[src/rtl/tape_device_pkg.sv]
// tape_device_pkg: character width and reader/punch FSM encodings shared by the tape device
package tape_device_pkg;
  localparam int CHAR_W = 5;
  typedef enum logic [1:0] {RD_IDLE, RD_WAIT, RD_PULSE, RD_DONE} rd_state_t;
  typedef enum logic [1:0] {PN_IDLE, PN_ACK, PN_DONE} pn_state_t;
endpackage

[src/rtl/tape_device_sync_fifo.sv]
// sync_fifo: first-word fall-through FIFO with flush; flush beats a same-cycle push or pop
module sync_fifo #(
  parameter int DEPTH = 16,
  parameter int WIDTH = 5
) (
  input  logic             clk,
  input  logic             reset,
  input  logic             i_push,
  input  logic             i_pop,
  input  logic             i_flush,
  input  logic [WIDTH-1:0] i_din,
  output logic [WIDTH-1:0] o_dout,
  output logic             o_full,
  output logic             o_empty
);
  localparam int AW = $clog2(DEPTH);
  logic [WIDTH-1:0] r_mem [DEPTH];
  logic [AW:0] r_wptr, r_rptr;
  logic w_push, w_pop;
  assign o_empty = r_wptr == r_rptr;
  assign o_full = (r_wptr[AW] != r_rptr[AW]) && (r_wptr[AW-1:0] == r_rptr[AW-1:0]);
  assign w_push = i_push && !o_full && !i_flush;
  assign w_pop = i_pop && !o_empty && !i_flush;
  assign o_dout = r_mem[r_rptr[AW-1:0]];
  always_ff @(posedge clk) begin
    if (reset || i_flush) begin
      r_wptr <= '0;
      r_rptr <= '0;
    end else begin
      if (w_push) r_wptr <= r_wptr + (AW+1)'(1);
      if (w_pop) r_rptr <= r_rptr + (AW+1)'(1);
    end
  end
  always_ff @(posedge clk) if (w_push) r_mem[r_wptr[AW-1:0]] <= i_din;
endmodule

[src/rtl/tape_device.sv]
// tape_device: paper-tape reader/punch model with a delayed reader handshake and a buffered punch
module tape_device
  import tape_device_pkg::*;
#(
  parameter int IN_DEPTH   = 16,
  parameter int OUT_DEPTH  = 16,
  parameter int READ_DELAY = 4,
  parameter int CNT_W      = 16
) (
  input  logic              clk,
  input  logic              reset,
  input  logic              host_in_valid,
  output logic              host_in_ready,
  input  logic [CHAR_W-1:0] host_in_data,
  input  logic              tape_flush,
  input  logic              dev_input_rdy,
  output logic              dev_input_val,
  output logic [CHAR_W-1:0] dev_input_data,
  input  logic              dev_output_rdy,
  input  logic [CHAR_W-1:0] dev_output_data,
  output logic              dev_output_ack,
  output logic              host_out_valid,
  input  logic              host_out_ready,
  output logic [CHAR_W-1:0] host_out_data,
  output logic [CNT_W-1:0]  in_count,
  output logic [CNT_W-1:0]  out_count
);
  localparam int DW = (READ_DELAY > 0) ? $clog2(READ_DELAY + 1) : 1;
  rd_state_t r_rd;
  pn_state_t r_pn;
  logic [DW-1:0] r_dly;
  logic [CHAR_W-1:0] r_in_data, w_in_head;
  logic [CNT_W-1:0] r_in_count, r_out_count;
  logic w_in_full, w_in_empty, w_out_full, w_out_empty, w_pn_push;
  sync_fifo #(.DEPTH(IN_DEPTH), .WIDTH(CHAR_W)) u_in_fifo (
    .clk(clk), .reset(reset), .i_push(host_in_valid), .i_pop(r_rd == RD_PULSE),
    .i_flush(tape_flush), .i_din(host_in_data), .o_dout(w_in_head),
    .o_full(w_in_full), .o_empty(w_in_empty)
  );
  sync_fifo #(.DEPTH(OUT_DEPTH), .WIDTH(CHAR_W)) u_out_fifo (
    .clk(clk), .reset(reset), .i_push(w_pn_push), .i_pop(host_out_ready),
    .i_flush(1'b0), .i_din(dev_output_data), .o_dout(host_out_data),
    .o_full(w_out_full), .o_empty(w_out_empty)
  );
  // A flush aborts a pending read, so the character latched here always exists
  always_ff @(posedge clk) begin
    if (reset) begin
      r_rd <= RD_IDLE;
      r_dly <= '0;
      r_in_data <= '0;
      r_in_count <= '0;
    end else begin
      case (r_rd)
        RD_IDLE: if (dev_input_rdy && !w_in_empty && !tape_flush) begin
          r_rd <= RD_WAIT;
          r_dly <= DW'(READ_DELAY);
        end
        RD_WAIT: if (!dev_input_rdy || tape_flush) r_rd <= RD_IDLE;
        else if (r_dly == '0) begin
          r_rd <= RD_PULSE;
          r_in_data <= w_in_head;
        end else r_dly <= r_dly - DW'(1);
        RD_PULSE: begin
          r_rd <= RD_DONE;
          r_in_count <= r_in_count + CNT_W'(1);
        end
        default: if (!dev_input_rdy) r_rd <= RD_IDLE;
      endcase
    end
  end
  assign w_pn_push = (r_pn == PN_IDLE) && dev_output_rdy && !w_out_full;
  always_ff @(posedge clk) begin
    if (reset) begin
      r_pn <= PN_IDLE;
      r_out_count <= '0;
    end else begin
      case (r_pn)
        PN_IDLE: if (w_pn_push) begin
          r_pn <= PN_ACK;
          r_out_count <= r_out_count + CNT_W'(1);
        end
        PN_ACK: r_pn <= PN_DONE;
        default: if (!dev_output_rdy) r_pn <= PN_IDLE;
      endcase
    end
  end
  assign dev_input_val = r_rd == RD_PULSE;
  assign dev_input_data = r_in_data;
  assign dev_output_ack = r_pn == PN_ACK;
  assign host_in_ready = !w_in_full;
  assign host_out_valid = !w_out_empty;
  assign in_count = r_in_count;
  assign out_count = r_out_count;
endmodule

[config.mk]
export PLATFORM = sky130hd
export DESIGN_NAME = tape_device
export DESIGN_NICKNAME = d
export VERILOG_FILES = /design/src/rtl/tape_device_pkg.sv /design/src/rtl/tape_device_sync_fifo.sv /design/src/rtl/tape_device.sv
export SDC_FILE = /design/constraint.sdc
export NUM_CORES = 1
export LEC_CHECK = 0
export BUFFER_PORTS_ARGS = -buffer_cell sky130_fd_sc_hd__buf_2
export CAP_MARGIN = 20
export CELL_PAD_IN_SITES_DETAIL_PLACEMENT = 0
export CELL_PAD_IN_SITES_GLOBAL_PLACEMENT = 2
export CORE_ASPECT_RATIO = 0.6
export CORE_MARGIN = 10
export CORE_UTILIZATION = 41
export CTS_BUF_LIST = sky130_fd_sc_hd__clkbuf_8
export DETAILED_ROUTE_END_ITERATION = 10
export PLACE_DENSITY = 0.79
export SLEW_MARGIN = 30
export SYNTH_ARGS = -nofsm -noshare
export SYNTH_HDL_FRONTEND = slang
export SYNTH_SLANG_ARGS = --single-unit
[constraint.sdc]
create_clock -name clk -period 2 [get_ports clk]
set_input_delay 0.6 -clock clk [delete_from_list [all_inputs] [get_ports clk]]
set_output_delay 0.6 -clock clk [all_outputs]
set_load 0.01 [all_outputs]
# Word level (Yosys, flattened, before mapping)
# Memories as Yosys holds them, arrays and structs flattened. A register that Yosys moved wholly into a read port is not among the register bits.
# Cells that the tools add are included.
totals:
  ramBits: 160
  inputBits: 17
  memories: 2
  register_bits: 59
  out_inout_bits: 46
memory_table:
  columns: ["memory", "words", "width", "rd", "rd_ports_with_merged_regs", "wr", "line", "text"]
  rows:
  - ["u_in_fifo.r_mem", 16, 5, 1, 1, 1, "tape_device_sync_fifo.sv:17", "logic [WIDTH-1:0] r_mem [DEPTH];"]
  - ["u_out_fifo.r_mem", 16, 5, 1, 1, 1, "tape_device_sync_fifo.sv:17", null]
op_classes:
  n_mux: 18
  n_eq_ne: 16
  n_bitwise: 1
  add_sub_neg: 7
  reduce_logical: 29
op_table:
  columns: ["op", "count"]
  rows:
  - ["$add A16 B1 Y16 const B", 2]
  - ["$add A5 B1 Y5 const B", 4]
  - ["$logic_and A1 B1 Y1", 12]
  - ["$mux W2", 6]
  - ["$eq A5 B5 Y1", 2]
  - ["$mux W3", 3]
  - ["$eq A4 B4 Y1", 2]
  - ["$mux W4", 2]
  - ["$logic_not A1 Y1", 6]
  - ["$ne A2 B2 Y1 const B", 3]
  - ["$pmux W2 S3", 1]
  - ["$pmux W3 S2", 1]
  - ["$reduce_and A3 Y1", 2]
  - ["$eq A2 B1 Y1 const B", 2]
  - ["$logic_not A2 Y1", 2]
  - ["$mux W1", 4]
  - ["$ne A4 B1 Y1 const B", 1]
  - ["$pmux W2 S2", 1]
  - ["$reduce_and A2 Y1", 2]
  - ["$reduce_and A4 Y1", 1]
  - ["$logic_not A3 Y1", 1]
  - ["$ne A3 B1 Y1 const B", 1]
  - ["$ne A3 B3 Y1 const B", 1]
  - ["$sub A3 B1 Y3 const B", 1]
  - ["6 further kinds", 8]

# Longest topological paths before layout
# Gate-level depths: netlist of the first run.
logic_depth:
  depth_word: 7
  ltp_mapped: 8

# Cells and area by module
# Synthesis of the first run repeated with hierarchy kept, for this count alone.
hier_totals:
  hier_cells: 674
  hier_area_um2: 9972.1
modules_own_cells:
  columns: ["module", "instances", "seq_area_each_um2", "area_each_um2", "cells_each"]
  rows:
  - ["sync_fifo (u_in_fifo)", 1, 2682.6, 3972.6, 221]
  - ["sync_fifo (u_out_fifo)", 1, 2682.6, 3960.0, 223]
  - ["tape_device", 1, 880.8, 2039.5, 230]

# Worst setup path before layout of the first run
# Ideal clock, no wire load.
synth_path:
  kind: "register to output"
  from: "reg with a tool-made name"
  to: "out host_out_data[0]"
  slack_ps: -204
  t_required_ps: 1400
  path_stages_with_launch: 4
  t_arrival_ps: 1604
  cell_sequence: "dfxtp_1 > buf_2 > mux4_2 > mux4_2"
synth_rtl:
  columns: ["item", "line", "text"]
  rows:
  - ["to (decl)", "tape_device.sv:24", "output logic [CHAR_W-1:0] host_out_data,"]

==> results list, run 1 <==
- Failing checks: setup timing
- Cts bufs inserted: 36
- After synthesis the netlist holds a flip-flop and latch count of 228.
* Clock sink total: 228
- Detailed-route wire length per cell: 20.2 microns
* Total global routing track utilization: 15.3%
* RSZ-0062 raised after global routing: yes
- Simple-gate share of the synthesized area: 10.1%
* Number of max-cap violations: 0
- Result of the run: finished with violations
- Delay of the slowest critical-path stage: 0.51 ns
* Worst Path Required: 1.40 ns
- Path type of the worst min-delay path: input port to register
- The initial utilization of the core area, before any placement, comes to 42.3%.
- Clock tree skew after final layout: 0.0162 ns
* Static Leak: 4.12 nW
- Synthesized netlist cell count: 641
* Crit path buf inv count: 2
* Count of nets after finishing: 826
- Setup violations remaining at the end of the flow were counted as 7.
- Core Region: 0.0223 sq mm
- Setup slack of the critical path after layout: -0.839 ns
- In the synthesized netlist the async set-or-reset flop fraction comes to 0%.
- Signed area change from the synthesized netlist to the final layout: 23.5%
- For the final routed database, the setup TNS stands at -4.45 ns.
- In this run the worst path has a maximum fanout of 5.
* Power density over the cells: 875 mW/mm^2
* Antenna violations before repair: 0
- After clock tree synthesis, the clock-pin slew on the worst setup and hold paths is 0.07 ns.
- DRC violation total after the first TritonRoute iteration: 455
- On the final layout, the worst hold slack is 0.349 ns.
* Post-route fraction of the period consumed by the critical path: 142%
* Category of the worst setup path launch point: register
- The final number of hold-violating endpoints came to 0.
- The number of nets handed over by synthesis was 672.
- Clock Latency Late Sink: 0.53 ns
- Slack of the worst reg-to-reg path: 0.06 ns
- Maximum number of buffers from clock root to sink: 3
- STA classifies the critical path endpoint as an output pin.
- The die covers 0.0297 sq mm.
- Site Rows: 42
* Type of the worst setup path: register to output pin
* First-pass GRT wire length: 35.3 mm
* Number of iterations in the first detailed-routing pass: 5
* Antenna viol nets, final: 0
* CTS HTree Levels: 2
- Among cell families on the critical path, the largest total delay comes from multiplexers.
- Adder-cell share of the synthesized area: 1.85%
- Cell with the largest stage delay on the worst path: mux4_2
- Warnings from Yosys: 0
* Main synth FF type: edfxtp_1
* TritonCTS clock tree: built
* Cell area after synthesis: 0.00945 sq mm
* Post-synthesis area per instance: 14.7 sq um
- Worst-case headroom to the max-slew limit: 68.5%
- The synthesized netlist devotes 4.06% of its cell area to XOR and XNOR gates.
- For the pin with the worst max-slew slack, the measured transition is 0.468 ns.
- Global routing used 4.34% of the available met3 tracks.
- Sum of overflow across all layers after global routing: 0
- Counting stages on the worst path, the most repeated cell is mux4_2.
- The final-report max-slew violation count is 0.
- Number of flops mapped to enable cells by yosys: 160
- Max Clock Freq: 0.352 GHz
- Final critical path time including I/O delays and setup: 2.84 ns
* Number of antenna diodes: 0
- Via count: 6027
* Proportion of layout cells with a drive suffix above 1: 33.3%
- For this design the top-level I/O count stands at 63.
- Cell Count Post-Placement: 1051
* DRC errors left: 0
- Detailed placement ended at an HPWL of 15.8 mm.
* Vert. Die Dim: 138 microns
- Input and output buffers added on the ports amount to 62.
* Sequential fraction of the synthesis area: 65.2%
- After detailed routing, the number of vias per cell comes to 5.33.
* Wire length reported by the detailed router: 22.9 mm
* Final weighted congestion in routability-driven placement: 0.798
- Largest net degree at the start of global routing: 23
- Fill cells in the final layout number 1872.
- M1 GR Usage: 22.7%
- Met2 usage in global routing: 21.4%
* Worst EP arrival: 2.24 ns
- Chip Width: 216 microns
- The number of global-route vias before repair is 6020.
- Compound-Gate Fraction of Synth Area: 5.57%
* CTS hold repair buffers: 0
- met1 is the most crowded layer.
* Multiplexer share of the synthesized area: 11.4%
- The cell sitting at the root of the clock tree is a clkbuf_8.
- Cell Chain, Critical Path: buf_12 > mux4_2 > mux4_2 > buf_6
- Excluding fillers, the count of instances in the completed layout stands at 1131.
* IR drop worst, VDD: 0.000370 V
- By area, the combinational part of the netlist is dominated by multiplexers.
- Library cells used by synthesis: 47
[power by group]
group	switching [mW]	leakage, nW	internal, mW
registers	0.0667	2.00	5.11
clock network	1.84	0.408	2.09
logic	0.500	1.71	0.608
[kinds of logic (layout without fill, tap and decap cells)]
| group | Yosys count | in the layout |
|---|---|---|
| AND/OR/NAND/NOR | 186 | 186 |
| XOR/XNOR | 43 | 43 |
| multiplexers | 51 | 51 |
| flip-flops | 228 | 228 |
| buffers and inverters | 38 | 220 |
| adder cells (fa/ha/maj) | 14 | 14 |
| AO/OA/AOI/OAI | 81 | 81 |
[per-stage QoR]
stage	worst slack [ns]	util, %	area (sq um)	power (mW)
6_report	-0.839	52.3	11700	10.2
5_1_grt	-0.926	52.3	11700	10.6
4_1_cts	-0.889	51.8	11600	10.2
3_5_place_dp	-0.329	47.6	10600	6.13
3_3_place_gp	-0.310	47.6	10600	6.12
2_1_floorplan	-0.0820	-	9470	5.80
[worst reg2reg max path: stages, from the launching register on]
cell	delay [ns]
dfxtp_4	0.36
xnor2_2	0.14
and4_4	0.21
buf_4	0.15
a21oi_2	0.18
buf_12	0.16
and3_1	0.40
[cells in the mapped netlist, drive strengths merged (3+ instances only)]
cell type / n / area (sq um)
a211oi: 5 / 37.5
a21o: 4 / 30.0
a21oi: 28 / 144
a22oi: 8 / 60.1
and2: 5 / 31.3
and3: 15 / 93.8
and4: 5 / 43.8
buf: 16 / 83.8
clkbuf: 12 / 45.0
dfxtp: 68 / 1360
edfxtp: 160 / 4800
ha: 14 / 175
inv: 10 / 37.5
mux2i: 5 / 50.1
mux4: 45 / 1010
nand2: 31 / 116
nand2b: 8 / 50.1
nand3: 15 / 75.1
nand4: 8 / 56.3
nor2: 56 / 210
nor2b: 8 / 50.1
nor3: 10 / 50.1
nor4: 3 / 18.8
o211ai: 5 / 37.5
o21a: 3 / 22.5
o21ai: 14 / 77.6
o31ai: 9 / 67.6
or3: 9 / 56.3
or4: 8 / 60.1
xnor2: 25 / 226
xor2: 18 / 158
[flip-flops by register name, indices dropped and copies added (netlist names), named ones only]
| register | flops |
|---|---|
| dev_input_data | 5 |
| in_count | 16 |
| out_count | 16 |
| r_dly | 3 |
| r_pn | 2 |
| r_rd | 2 |
| u_in_fifo.r_mem | 80 |
| u_in_fifo.r_rptr | 5 |
| u_in_fifo.r_wptr | 5 |
| u_out_fifo.r_mem | 80 |
| u_out_fifo.r_rptr | 5 |
| u_out_fifo.r_wptr | 5 |
[metal layers]
metal / share of wire, % / routed length, microns
met1: 50 / 11300
met2: 41 / 9430
met3: 7.8 / 1790
met4: 1.4 / 314
met5: 0 / 0
[path summary, 6_finish.rpt]
path,from,end,cells after the start
max,register,host_out_data[0],4
min,dev_output_rdy,r_pn[0],3
max reg2reg,u_out_fifo.r_rptr[2],u_out_fifo.r_mem[13][4],6
min reg2reg,dev_input_data[4],dev_input_data[4],2
[area by class of cell]
cell class	instances	area (sq um)	share of cell area, %
clock inverter	30	209	1.79
clock buffer	36	495	4.25
sequential	228	6200	53.1
multi-input combinational	375	3240	27.8
tap	308	385	3.30
inverter	10	37.5	0.322
timing repair buffer	144	1100	9.47
[cells in the final DEF (no fill, tap or decap), types with 9 or more instances in the layout]
cell and n:
a21oi_1 26, and3_1 14, buf_2 56, buf_4 71, clkbuf_8 36, dfxtp_1 52
dfxtp_2 12, edfxtp_1 160, ha_1 14, inv_1 25, mux4_2 45, nand2_1 29
nand3_1 15, nor2_1 56, nor3_1 10, o21ai_0 11, o31ai_1 9, xnor2_1 16
xor2_1 18
[what timing repair did]
item                                    4_1_cts  5_1_grt
endpoints found under the setup margin       17       27
setup buffers                                 9        3
resized for setup                            42        9
pin swaps                                     6        6
gates cloned                                  1        1
Note: power is estimated with default switching activity, not from simulation.
==> run 2: changes to the inputs <==
Settings changed: ABC_AREA set to 1, CORE_UTILIZATION 41 to 37.
==> run 2 against run 1 <==
Against the previous run: sequential power hardly changed; largest cell class unchanged; core utilization shrank 5.9 points; first-iteration DRC count is 68% higher; the flow still finishes with violations (setup timing); combinational power grew 6%; critical endpoint is now host_out_data[4]; global-route usage rose by 0.90 points; clock-buffer cell count grew 10; worst hold slack gained 0.044 ns; register-to-register slack improved by 0.09 ns.
==> results list, run 2 <==
- The worst setup path is captured at an output pin.
- Number of max-cap violations: 0
- On the critical path, the stage with the largest delay is an instance of dfxtp_2.
* Warnings from Yosys: 0
* Antenna violations before repair: 0
- The signal on the critical path passes through buf_4 > buf_12 > o21ai_0 > o221ai_1 > o211ai_1 > nand2_1 > buf_2.
* Worst-case headroom to the max-slew limit: 68.0%
- Top post-synthesis cells by count: nor2_1, edfxtp_1, nand2_1
- Most common cell in the netlist: nor2_1
- CTS hold repair buffers: 0
- The worst register-to-register path begins at u_in_fifo.r_wptr[4].
* Crit Path Max Fanout: 24
- Most frequent cells in the layout: nor2_1, edfxtp_1, nand2_1
- Area of the die: 0.0338 sq mm
* Worst-Margin Slew: 0.476 ns
- The number of antenna diodes in the final layout is 0.
* Core Region: 0.0264 sq mm
* Final Util: 46.4%
- Entering global routing, the biggest net connects 39 pins.
- Initial cell density of the core: 37.5%
- The number of nets handed over by synthesis was 1012.
- For hold timing, the worst endpoint is u_in_fifo.r_wptr[3].
- Of the post-synthesis cell area, the dominant cell type holds 48.7%.
- Synthesized netlist cell count: 981
* Number of flops mapped to enable cells by yosys: 160
* CTS HTree Levels: 2
* Antenna viol nets, final: 0
* Number of setup violations in the final report: 7
- Sw Share: 25.3%
- The largest total area in the synthesized netlist belongs to edfxtp_1.
- The worst hold path was traced through 3 stages.
- DRC errors left: 0
* Crit path buf inv count: 3
* Cell Count Post-Placement: 1445
- Combinational fraction of design power: 11.3%
- The final critical path takes up 125% of the cycle.
* Category of the worst setup path launch point: register
- In this run, CTS created clock tree buffers numbering 38.
* Maximum number of buffers from clock root to sink: 3
- Main combinational cell family by area after synthesis: simple AND/OR/NAND/NOR gates
- The final-report max-slew violation count came to 0.
- Number of hold violations in the final report: 0
- For this run, the slowest stage of the critical path takes 0.35 ns.
- Number of iterations in the first detailed-routing pass: 4
* Failing checks: setup timing
- In the post-route analysis, the smallest setup slack over all paths is -0.503 ns.
* Origin of the worst min-delay path: host_in_valid
- Type of the worst setup path: register to output pin
- Summing all flip-flop and latch instances after layout gives 0.00620 sq mm.
* Ranking of synthesized cells by area: edfxtp_1, dfxtp_1, nor2_1, nand2_1, o21ai_0
- Summing the areas of all and, or, nand and nor instances in the mapped netlist gives 18.1% of the synthesized area.
* TritonCTS clock tree: built
- For this design the ratio of total power to cell area is 852 mW/mm^2.
* Compound-Gate Fraction of Synth Area: 10.9%
- Measured in cells, the most critical reg-to-reg path has a length of 8.
- Count of nets after finishing: 1179
- Sequential Power Share: 49.5%
- The number of global-route vias before repair is 7110.
* Result of the run: finished with violations
* Final critical path time including I/O delays and setup: 2.50 ns
* Multiplexer share of the synthesized area: 0%
- The tree is rooted in a clkbuf_8.
- For the final routed database, the setup TNS stands at -2.58 ns.
- Commonest non-fill, non-tap cell in the layout: nor2_1
- In the synthesized netlist the async set-or-reset flop fraction comes to 0%.
- Sequential fraction of the synthesis area: 62.4%
* Final Total Pwr: 10.4 mW
* IO Count: 63
- DRC violation total after the first TritonRoute iteration: 765
- Total internal power: 7.78 mW
- Post-synthesis area per instance: 10.1 sq um
- Clock tree skew after final layout: 0.0227 ns
- Global routing used 16.2% of the available tracks.
- Dividing the detail-routed via count by the number of cells gives 5.01.
- The worst-case IR drop observed on VDD is 0.000352 V.
* Adder-cell share of the synthesized area: 1.77%
- Clock sink total: 228
* Filler cells: 2557
- The first global-routing pass estimated 42.8 mm of wire.
- Setup repair after global routing could not meet its margin everywhere.
- In this run the register-to-register setup slack is 0.15 ns.
* Max Clock Freq: 0.400 GHz
- The clock network accounts for 39.2% of the total power.
- Parity-gate share of the synthesized area counting xor and xnor cells: 2.84%
- At the worst endpoint, the required time is 1.40 ns.
- Worst EP arrival: 1.90 ns
* Total net switching power: 2.64 mW
- Chip Width: 231 microns
* CTS clock-pin slew for the worst setup and hold paths: 0.06 ns
- Static Leak: 4.64 nW
- Clock Latency Late Sink: 0.53 ns
- Once detailed placement completed, the half-perimeter wirelength came to 19.6 mm.
- The worst register-to-register path ends at u_in_fifo.r_mem[7][4].
- Once layout is complete, the cells apart from fillers number 1537.
* Proportion of layout cells with a drive suffix above 1: 24.0%
- Row generation in the floorplan step produced 46 rows.
* Yosys reg bits: 228
- Via count: 7696
* Wire length reported by the detailed router: 28.0 mm
- Main synth FF type: edfxtp_1
* Combined area of the multi-input logic cells: 0.00342 sq mm
- The congestion estimate from routability-driven global placement came to 0.843.
- The kind of cell with the highest combined delay along the critical path is compound AO/OA/AOI/OAI gates.
- Path type of the worst min-delay path: input port to register
- Vert. Die Dim: 147 microns
- Cell area after synthesis: 0.00987 sq mm
- Detailed-route wire length per cell: 18.2 microns
- PortBufs: 62
- Library cells used by synthesis: 37
* Signed area change from the synthesized netlist to the final layout: 23.8%
* Sum of overflow across all layers after global routing: 0
-- run 2: cell types whose count changed in the layout (fill, tap and decap cells not counted), moves of 13 or more --
cell and delta:
a21oi_1 +22, and3_1 -13, buf_4 +25, inv_1 +35
mux4_2 -45, nand2_1 +109, nand3_1 +35, nor2_1 +125
o21ai_0 +77, o22ai_1 +15
-- run 2: how the worst max path moves through the flow --
stage,from,end,slack [ns],cells past startpoint
floorplan,dev_output_rdy,u_out_fifo.r_mem[3][0],0.05,6
global placement,register,host_out_data[4],0.04,7
detailed placement,register,host_out_data[0],0.03,7
CTS,register,host_out_data[0],-0.52,7
global route,register,host_out_data[4],-0.63,7
finish,register,host_out_data[4],-0.50,7
-- run 2: timing repair --
item,in CTS,in global routing
setup buffers,17,5
pin swaps,16,12
resized for setup,44,24
cloned,0,1
endpoints found under the setup margin,9,12
-- run 2: cell type report --
class | instances | share of cell area [%]
clock inverters | 23 | 1.01
flip-flops and latches | 228 | 50.7
inverters | 60 | 1.88
multi-input cells | 656 | 28.0
well taps | 360 | 3.68
repair buffers | 164 | 9.54
clock buffers | 46 | 5.18
-- run 2: kinds of logic after synthesis --
family,Yosys count
adders and majority gates,14
AOI/OAI and AO/OA,191
DFF,228
xor gates and xnor gates,32
and+or+nand+nor,419
buffers and inverters,97
-- run 2: worst reg2reg max path: stages, from the launching register on --
cell,delay [ns]
dfxtp_1,0.43
xnor2_2,0.16
nand3b_4,0.19
buf_4,0.12
nand3_2,0.07
inv_2,0.11
nand2_1,0.18
nor2_1,0.14
buf_4,0.16
-- run 2: through the flow --
step,hold WS [ns],cell area [sq um],setup WS (ns)
final,0.392,12200,-0.503
after global routing,0.358,12200,-0.628
after CTS,0.355,12100,-0.515
after detailed placement,0.473,11100,0.0258
after global placement,0.467,11100,0.0352
after floorplan,0.452,9870,0.0451
-- run 2: routing by layer --
layer | share of wire (%) | GRT usage, %
met1 | 55 | 27.1
met2 | 36 | 19.0
met3 | 7.9 | 4.14
met4 | 1.5 | 3.83
met5 | 0 | 0
-- run 2: power by group through the flow --
stage,logic (mW),clock network (mW),registers (mW)
after floorplan,0.545,0,5.25
after global placement,1.03,0,5.26
after detailed placement,1.04,0,5.26
after CTS,1.11,4.24,5.15
after global routing,1.29,4.47,5.16
final,1.18,4.09,5.16
